`config.mk`:
```
export PLATFORM = sky130hd
export DESIGN_NAME = sar_search
export DESIGN_NICKNAME = d
export VERILOG_FILES = /design/src/rtl/sar_search.sv
export SDC_FILE = /design/constraint.sdc
export NUM_CORES = 1
export LEC_CHECK = 0
export BUFFER_PORTS_ARGS = -buffer_cell sky130_fd_sc_hd__buf_4
export CORE_MARGIN = 2
export CORE_UTILIZATION = 40
export DETAILED_ROUTE_END_ITERATION = 12
export PLACE_DENSITY_LB_ADDON = 0.15
export SLEW_MARGIN = 20
export SYNTH_ARGS = -nofsm -noshare
export SYNTH_HDL_FRONTEND = slang
export SYNTH_SLANG_ARGS = --single-unit
```
`constraint.sdc`:
```
create_clock -name CLK -period 4.57 [get_ports CLK]
set_clock_uncertainty 0.15 [all_clocks]
set_input_delay 0.457 -clock CLK [delete_from_list [all_inputs] [get_ports CLK]]
set_output_delay 0.457 -clock CLK [all_outputs]
set_load 0.02 [all_outputs]
```
`src/rtl/sar_search.sv`:
```
// Successive-approximation search: drives TRIAL into an external unsigned <= comparator
// and decides one bit per DECIDE cycle, MSB first, converging on the comparator's X.
module sar_search #(
  parameter int WIDTH   = 8,
  parameter int CMP_LAT = 0
) (
  input  logic             CLK,
  input  logic             RESET,
  input  logic             START,
  input  logic             ABORT,
  input  logic             LE,
  output logic [WIDTH-1:0] TRIAL,
  output logic [WIDTH-1:0] RESULT,
  output logic             BUSY,
  output logic             VALID
);

  localparam int IDX_W = (WIDTH > 1) ? $clog2(WIDTH) : 1;
  localparam logic [IDX_W-1:0] IDX_TOP = IDX_W'(WIDTH - 1);
  localparam logic [3:0] LAT = 4'(CMP_LAT);

  typedef enum logic [1:0] {IDLE, SETTLE, DECIDE} state_t;

  state_t           state, state_n;
  logic [WIDTH-1:0] trial, trial_n;
  logic [WIDTH-1:0] result, result_n;
  logic [WIDTH-1:0] decided;
  logic [IDX_W-1:0] idx, idx_n, idx_dec;
  logic [3:0]       cnt, cnt_n;
  logic             busy, busy_n;
  logic             valid, valid_n;

  always_ff @(posedge CLK or posedge RESET) begin
    if (RESET) begin
      state  <= IDLE;
      trial  <= '0;
      result <= '0;
      idx    <= IDX_TOP;
      cnt    <= '0;
      busy   <= 1'b0;
      valid  <= 1'b0;
    end else begin
      state  <= state_n;
      trial  <= trial_n;
      result <= result_n;
      idx    <= idx_n;
      cnt    <= cnt_n;
      busy   <= busy_n;
      valid  <= valid_n;
    end
  end

  // decided is the current trial with this bit's verdict applied; only used in DECIDE
  always_comb begin
    state_n  = state;
    trial_n  = trial;
    result_n = result;
    idx_n    = idx;
    cnt_n    = cnt;
    busy_n   = busy;
    valid_n  = 1'b0;
    idx_dec  = idx - IDX_W'(1);
    decided  = trial;
    if (!LE) decided[idx] = 1'b0;

    if (state != IDLE && ABORT) begin
      state_n = IDLE;
      busy_n  = 1'b0;
      trial_n = result;
      cnt_n   = '0;
    end else begin
      case (state)
        IDLE: begin
          if (START && !ABORT) begin
            trial_n            = '0;
            trial_n[WIDTH-1]   = 1'b1;
            idx_n              = IDX_TOP;
            busy_n             = 1'b1;
            if (CMP_LAT > 0) begin
              state_n = SETTLE;
              cnt_n   = LAT;
            end else begin
              state_n = DECIDE;
            end
          end
        end
        SETTLE: begin
          if (cnt == 4'd1) begin
            state_n = DECIDE;
            cnt_n   = '0;
          end else begin
            cnt_n = cnt - 4'd1;
          end
        end
        DECIDE: begin
          if (idx == '0) begin
            result_n = decided;
            trial_n  = decided;
            valid_n  = 1'b1;
            busy_n   = 1'b0;
            state_n  = IDLE;
          end else begin
            trial_n          = decided;
            trial_n[idx_dec] = 1'b1;
            idx_n            = idx_dec;
            if (CMP_LAT > 0) begin
              state_n = SETTLE;
              cnt_n   = LAT;
            end
          end
        end
        default: state_n = IDLE;
      endcase
    end
  end

  assign TRIAL  = trial;
  assign RESULT = result;
  assign BUSY   = busy;
  assign VALID  = valid;

endmodule
```
Word level (Yosys, flattened, before mapping)
Index checks and enable logic that the tools add are counted.
{ "word_totals": {"regBits": 27, "wordCells": 68} }
{ "classes": {"add_sub_neg": 2, "magnitude_cmp": 4, "eq_ne": 8, "mux": 27, "n_bitwise": 4, "n_reduce_logical": 16} }
{ "op_table": {"columns": ["operator", "count"], "rows": [
  ["2-to-1 mux 8 bit", 4],
  ["case mux 8 bit (2 select lines)", 1],
  ["2-to-1 mux 4 bit", 3],
  ["!= test 3 bit, second input constant", 3],
  ["AND reduction 3 bit", 3],
  ["bitwise AND 8 bit", 1],
  ["less-than comparator 3 x 4 -> 1 bit, second input constant", 2],
  ["2-to-1 mux 1 bit", 8],
  ["2-to-1 mux 2 bit", 4],
  ["NOT 8 bit", 1],
  ["OR 8 bit", 1],
  ["demux 1 bit (select 3 bit)", 2],
  ["greater-or-equal comparator 3 x 1 -> 1 bit, second input constant", 2],
  ["2-to-1 mux 3 bit", 2],
  ["case mux 2 bit (3 select lines)", 1],
  ["case mux 3 bit (2 select lines)", 1],
  ["nonzero test 2 bit", 3],
  ["== test 4 x 1 -> 1 bit, second input constant", 1],
  ["logical AND 1 bit", 4],
  ["!= test 2 bit, second input constant", 2],
  ["AND reduction 4 bit", 1],
  ["subtractor 4 x 1 -> 4 bit, second input constant", 1],
  ["logical NOT 3 bit", 1],
  ["nonzero test 3 bit", 1],
  ["8 further kinds", 8]
]} }

Depth between registers and ports, before layout
Gate-level depths: netlist of run 1.
{ "depth": {"ltp_word": 11, "ltp_mapped": 7, "depth_no_buf": 6} }

Worst setup path before layout of run 1
Ideal clock, no wire load.
{ "synth_path": {"path_type": "register to register", "from": "register idx[1]", "to": "register trial[2], in the netlist TRIAL[2]", "t_arrival_ns": 1.559, "t_required_ns": 4.355, "path_slack_ns": 2.796, "stages_incl_launch_ff": 6, "period_less_slack_ns": 1.774, "path_cell_list": "dfstp_2 inv_1 ha_1 or3_1 o22ai_1 a211o_1"} }
{ "synth_via": {"elab_chain_len": 11, "elab_cells_between_ends": 19, "classes_between": "add/sub: 1; order compare: 4; mux: 8; bitwise: 3; reduce/logical: 3"} }
{ "synth_rtl": {"columns": ["element", "line", "rtl"], "rows": [
  ["from (decl)", "28", "logic [IDX_W-1:0] idx, idx_n, idx_dec;"],
  ["from (signal assigned)", "46", "idx <= idx_n;"],
  ["branches (longest 8 deep; another with less-than comparator 3 x 4 -> 1 bit)", null, null],
  ["2-to-1 mux 8 bit *", "96", "if (idx == '0) begin"],
  ["case mux 8 bit (2 select lines) *", "72", "case (state)"],
  ["2-to-1 mux 8 bit *", "66", "if (state != IDLE && ABORT) begin"],
  ["to (signal assigned)", "44", "trial <= trial_n;"],
  ["to (decl)", "25", "logic [WIDTH-1:0] trial, trial_n;"]
]} }
Every way passes the cells marked *.
A chain may end at the register's enable or synchronous reset.

Worst setup path after layout of run 1
{ "layout_path": {"from": "register idx[0]", "to": "register trial[2], in the netlist TRIAL[2]"} }
Same word-level chain as after synthesis.

==> reports/qor.txt, run 1 <==
Synth area leaders: dfrtp_1 42%, dfstp_2 7.3%, o21ai_0 5.6%
flops & latches, synth: 21
GP Congestion: 0.835
Die W: 55.8 um
Synth Area in Compound Gates: 0.244
Cell Count, Final, Fillers Out: 160
setup TNS after final layout: 0 ns
CTS Buffer Depth: 2
Worst-Margin Slew: 0.788 ns
routed len/inst: 16.0 um
met3 wire length: 141 um
Post-Place Cells: 156
Worst Path Required: 4.63 ns
CTS tree: built
post-synthesis cell type count: 35
RSZ-0062 raised after global routing: no
Post-CTS Repair Setup Buffers: 0
Critical Path Start: idx[0]$_DFFE_PP1P_
crit path time final: 2.08 ns
via count of the routed design: 921
hold_buf cts: 0
clk sink count: 21
max_slew headroom: 0.474
Initial Utilization: 0.426
final cycle utilization of the critical path: 0.454
critical path class: register to register
number of flops mapped to enable cells by yosys: 0
vias per cell: 5.76
area leader, netlist: dfrtp_1
Ports: 23
proportion of synthesized area in mux cells: 0.0198
cell area after layout: 1260 um^2
Max Used Layer: met4
Final Hold Violating Endpoints: 0
Pleak: 0.000591 uW
Primary FF master, synth: dfrtp_1
HP Class: input port to async pin
Avg Inst Size Synth: 9.68 um^2
synthesized area: 1070 um^2
Synth top cells by count: 18 x dfrtp_1, 12 x nand2_1, 12 x o21ai_0, 8 x nor2_1, 6 x a22oi_1
cells after synthesis: 111
Ant. Diodes: 0
area share of the largest cell type after synthesis: 0.419
yosys warns: 0
Residual DRC: 0
Synth Area in Simple Gates: 0.164
reg2reg start: idx[0]$_DFFE_PP1P_
first-pass GRT wire length: 4.40 mm
antenna violations before repair: 0
metal2 WL: 1.18 mm
Die H: 55.8 um
share of flip-flops with an asynchronous set or reset: 1.00
Layout area overhead: 17.1%
Setup-failing EPs final: 0
largest family of logic cells by synthesized area: compound AO/OA/AOI/OAI gates
root buffer cell: clkbuf_4
HPWL after DPL: 1.84 mm
Pre-Repair DR Iteration Count: 5
share of cells above drive strength 1: 0.231
Max Cap Violations: 0
crit-path max FO: 11
final net count: 138
Net Count, Synth: 118
CTS Buf Count: 3
GRT Total Usage: 0.181
most frequent cell after synthesis: dfrtp_1
FMAX: 0.482 GHz
clk slew on worst S/H paths: 0.12 ns
sequential area share after synthesis: 0.492
gr ovfl total: 0
port buffer count: 22
vias in the first global route: 928
CTS resizes: 0
std cell rows: 18
clk_lat worst skew: 0.31 ns
final WL: 2.57 mm
fill cell count: 245
reg2reg end: TRIAL[2]$_DFFE_PP0P_
H-tree levels: 1
met1 WL: 1.20 mm
XOR/XNOR share of the synthesized area: 0
worst path arrival time: 2.14 ns
CP startpoint kind: register
die area: 3120 um^2
Worst R2R Setup Slack: 2.49 ns
initial drt markers: 49
reg2reg path depth: 5
peak supply drop: 0.000203 V
status: completed
PwrDens: 324 nW/um^2
placed cell area: 1230 um^2
CORE AREA: 2520 um^2
ANT nets after route: 0
pin count of the biggest net entering global routing: 22
final max-slew violation count: 0
adder-cell share of the synthesized area: 0.0233
CP endpoint kind: register
[state kept, by name, indices dropped and copies added, names as in the netlist]
name    cells
TRIAL       8
BUSY        1
idx         3
RESULT      8
VALID       1
[worst max path at each step]
stage / to / slack [ns] / depth (start not counted)
6_report: TRIAL[2]$_DFFE_PP0P_ / 2.49 / 5
5_1_grt: RESULT[2]$_DFFE_PP0P_ / 2.33 / 5
4_1_cts: RESULT[2]$_DFFE_PP0P_ / 2.51 / 5
3_5_place_dp: RESULT[2]$_DFFE_PP0P_ / 2.53 / 5
3_3_place_gp: RESULT[2]$_DFFE_PP0P_ / 2.57 / 5
2_1_floorplan: TRIAL[2]$_DFFE_PP0P_ / 2.80 / 5
[cell usage in the layout (no fill, tap or decap), drive strengths merged]
cell / synthesis / routed
buf: 5 / 22
dfrtp: 18 / 18
o21ai: 16 / 16
nand2: 12 / 12
nor2: 8 / 8
a22oi: 6 / 6
o221ai: 5 / 5
inv: 4 / 4
nand2b: 4 / 4
clkbuf: 2 / 4
a21oi: 3 / 3
dfstp: 3 / 3
o31ai: 2 / 2
and2b: 2 / 2
nand3: 2 / 2
or3: 2 / 2
ha: 2 / 2
nor3: 1 / 1
or2: 1 / 1
o31a: 1 / 1
and2: 1 / 1
nor2b: 1 / 1
mux2i: 1 / 1
a32oi: 1 / 1
mux2: 1 / 1
a22o: 1 / 1
a211oi: 1 / 1
nor3b: 1 / 1
o22ai: 1 / 1
a211o: 1 / 1
o32ai: 1 / 1
a31oi: 1 / 1
[report_power, final]
| group | internal [uW] | total [uW] | switching (uW) |
|---|---|---|---|
| clock | 34.1 | 91.3 | 57.2 |
| sequential | 202 | 220 | 17.9 |
| combinational | 38.4 | 96.4 | 58.0 |
| total | 275 | 408 | 133 |
[metrics by stage]
| step | total power, uW | worst slack (ns) | hold slack [ns] | util |
|---|---|---|---|---|
| 2_1_floorplan | 287 | 2.80 | 0.281 | - |
| 5_1_grt | 435 | 2.33 | 0.200 | 0.499 |
| 3_5_place_dp | 320 | 2.53 | 0.353 | 0.489 |
| 4_1_cts | 413 | 2.51 | 0.173 | 0.499 |
| 3_3_place_gp | 318 | 2.57 | 0.345 | 0.489 |
| 6_report | 408 | 2.49 | 0.136 | 0.499 |
[per-layer routing]
layer / GRT usage / vias up
met3: 0.0372 / 6
li1: - / 440
met1: 0.249 / 440
met5: 0 / -
met2: 0.284 / 35
met4: 0.0646 / 0
[cell families (layout without fill, tap and decap cells)]
| logic type | count (synthesis) | after routing |
|---|---|---|
| AO/OA/AOI/OAI | 40 | 40 |
| AND/OR/NAND/NOR | 35 | 35 |
| flip-flops | 21 | 21 |
| buffers and inverters | 11 | 30 |
| adder cells (fa/ha/maj) | 2 | 2 |
| multiplexers | 2 | 2 |
[critical path: stages (launching register included)]
cell and delay (ns):
dfstp_2 0.65, inv_1 0.11, ha_1 0.27, a21oi_1 0.39, o22ai_1 0.16, a211o_1 0.24
[cell type report]
| type | instances | area, um^2 | share of cell area |
|---|---|---|---|
| multi-input cells | 79 | 485 | 0.386 |
| flip-flops and latches | 21 | 529 | 0.420 |
| inverters | 4 | 15.0 | 0.0119 |
| clock buffers | 4 | 26.3 | 0.0209 |
| repair buffers | 22 | 165 | 0.131 |
| well taps | 30 | 37.5 | 0.0298 |
No activity file was read; power rests on OpenSTA's default activity.
==> run 2: changes to the inputs <==
Clock period 4.57 ns to 1.68 ns, I/O delays scaled along.
==> run 2 against run 1 <==
Compared with the run above:
- the run now ends with negative setup slack left
- combinational power rose to 3.9 times the previous value
- die area unchanged
- global-route usage decreased by 0.40 points
- highest routed layer unchanged
==> reports/qor.txt, run 2 (same netlist as run 1, synthesis figures left out) <==
final max-slew violation count: 0
Ant. Diodes: 0
die area: 3120 um^2
CORE AREA: 2520 um^2
peak supply drop: 0.000473 V
std cell rows: 18
CTS Buffer Depth: 2
reg2reg end: TRIAL[2]$_DFFE_PP0P_
Residual DRC: 0
Max Cap Violations: 0
crit path time final: 1.69 ns
root buffer cell: clkbuf_4
antenna violations before repair: 0
port buffer count: 22
routed len/inst: 15.3 um
vias per cell: 5.51
setup TNS after final layout: -0.0115 ns
clk_lat worst skew: 0.31 ns
HP Class: input port to register
HPWL after DPL: 1.99 mm
ANT nets after route: 0
share of cells above drive strength 1: 0.382
Worst-Margin Slew: 0.434 ns
crit-path max FO: 5
via count of the routed design: 958
failing checks: negative setup slack
cell area after layout: 1480 um^2
Post-CTS Repair Setup Buffers: 0
Critical Path Start: idx[0]$_DFFE_PP1P_
FMAX: 0.591 GHz
Pre-Repair DR Iteration Count: 4
critical path class: register to register
PnR worst setup slack: -0.0115 ns
pin count of the biggest net entering global routing: 16
CTS tree: built
final WL: 2.67 mm
Worst Path Required: 1.79 ns
clk sink count: 21
Final Hold Violating Endpoints: 0
Ports: 23
Final Hold Slack: 0.0385 ns
initial drt markers: 29
worst setup path endpoint: TRIAL[2]$_DFFE_PP0P_
max_slew headroom: 0.710
most common cell after layout, fill and taps aside: buf_4
most frequent cells in the layout: 31 x buf_4, 18 x dfrtp_1, 11 x nand2_1, 11 x o21ai_0, 7 x nor2_1
CP startpoint kind: register
status: complete, but fails checks
reg2reg path depth: 5
GRT Total Usage: 0.177
reg2reg start: idx[0]$_DFFE_PP1P_
Cell Count, Final, Fillers Out: 174
Worst R2R Setup Slack: -0.01 ns
placed cell area: 1360 um^2
CP endpoint kind: register
H-tree levels: 1
final cycle utilization of the critical path: 1.01
clk slew on worst S/H paths: 0.12 ns
RSZ-0062 raised after global routing: yes
GP Congestion: 0.827
final net count: 152
Setup-failing EPs final: 1
CTS Buf Count: 3
Die H: 55.8 um
vias in the first global route: 929
Post-Place Cells: 167
worst path arrival time: 1.80 ns
Pleak: 0.000691 uW
Initial Utilization: 0.426
first-pass GRT wire length: 4.32 mm
gr ovfl total: 0
Layout area overhead: 37.3%
PwrDens: 818 nW/um^2
Die W: 55.8 um
-- run 2: power breakdown --
part	leakage (uW)	internal (uW)	switching (uW)	total (uW)
registers	0.000277	549	33.1	582
clock network	0.0000177	88.8	159	248
logic	0.000397	174	203	377
-- run 2: final cells by class --
class                   count  area (um^2)
clock buffers               3         22.5
clock inverters             1         5.00
fillers                   226         1050
inverters                   4         15.0
multi-input cells          79          548
flip-flops and latches     21          529
well taps                  30         37.5
repair buffers             36          318
-- run 2: worst min-delay path by stage --
stage / start / endpoint / slack, ns / cells after the start
2_1_floorplan: RESET / BUSY$_DFFE_PP0P_ / -0.008 / 1
3_3_place_gp: RESET / VALID$_DFF_PP0_ / 0.03 / 2
3_5_place_dp: RESET / RESULT[0]$_DFFE_PP0P_ / 0.04 / 2
4_1_cts: START / BUSY$_DFFE_PP0P_ / 0.04 / 3
5_1_grt: START / BUSY$_DFFE_PP0P_ / 0.04 / 3
6_report: START / BUSY$_DFFE_PP0P_ / 0.04 / 3
-- run 2: critical path, cell delays in order (launching register included) --
cell,delay (ns)
dfstp_2,0.56
inv_2,0.06
ha_4,0.25
or3_4,0.38
o22ai_2,0.14
a211o_1,0.11
-- run 2: stage by stage --
| stage | util | power (uW) | worst slack [ns] |
|---|---|---|---|
| 6_report | 0.585 | 1210 | -0.0115 |
| 5_1_grt | 0.585 | 1270 | -0.0568 |
| 4_1_cts | 0.563 | 1200 | -0.0282 |
| 3_5_place_dp | 0.539 | 945 | -0.0462 |
| 3_3_place_gp | 0.539 | 937 | 0.000949 |
| 2_1_floorplan | - | 798 | 0.00529 |
-- run 2: routing by layer --
metal  routed length, um  GRT usage  vias to the layer above
met5                   0          0                        -
met1                1140      0.223                      455
met3                 136     0.0279                        6
li1                    -          -                      467
met4                  66     0.0782                        0
met2                1320      0.301                       30
-- run 2: repair_timing --
item / in CTS / in global routing
cloned: 0 / 1
hold endpoints to repair: 6 / 0
resized for setup: 4 / 8
hold buffers: 2 / 0
endpoints found under the setup margin: 6 / 14
pin swaps: 2 / 4
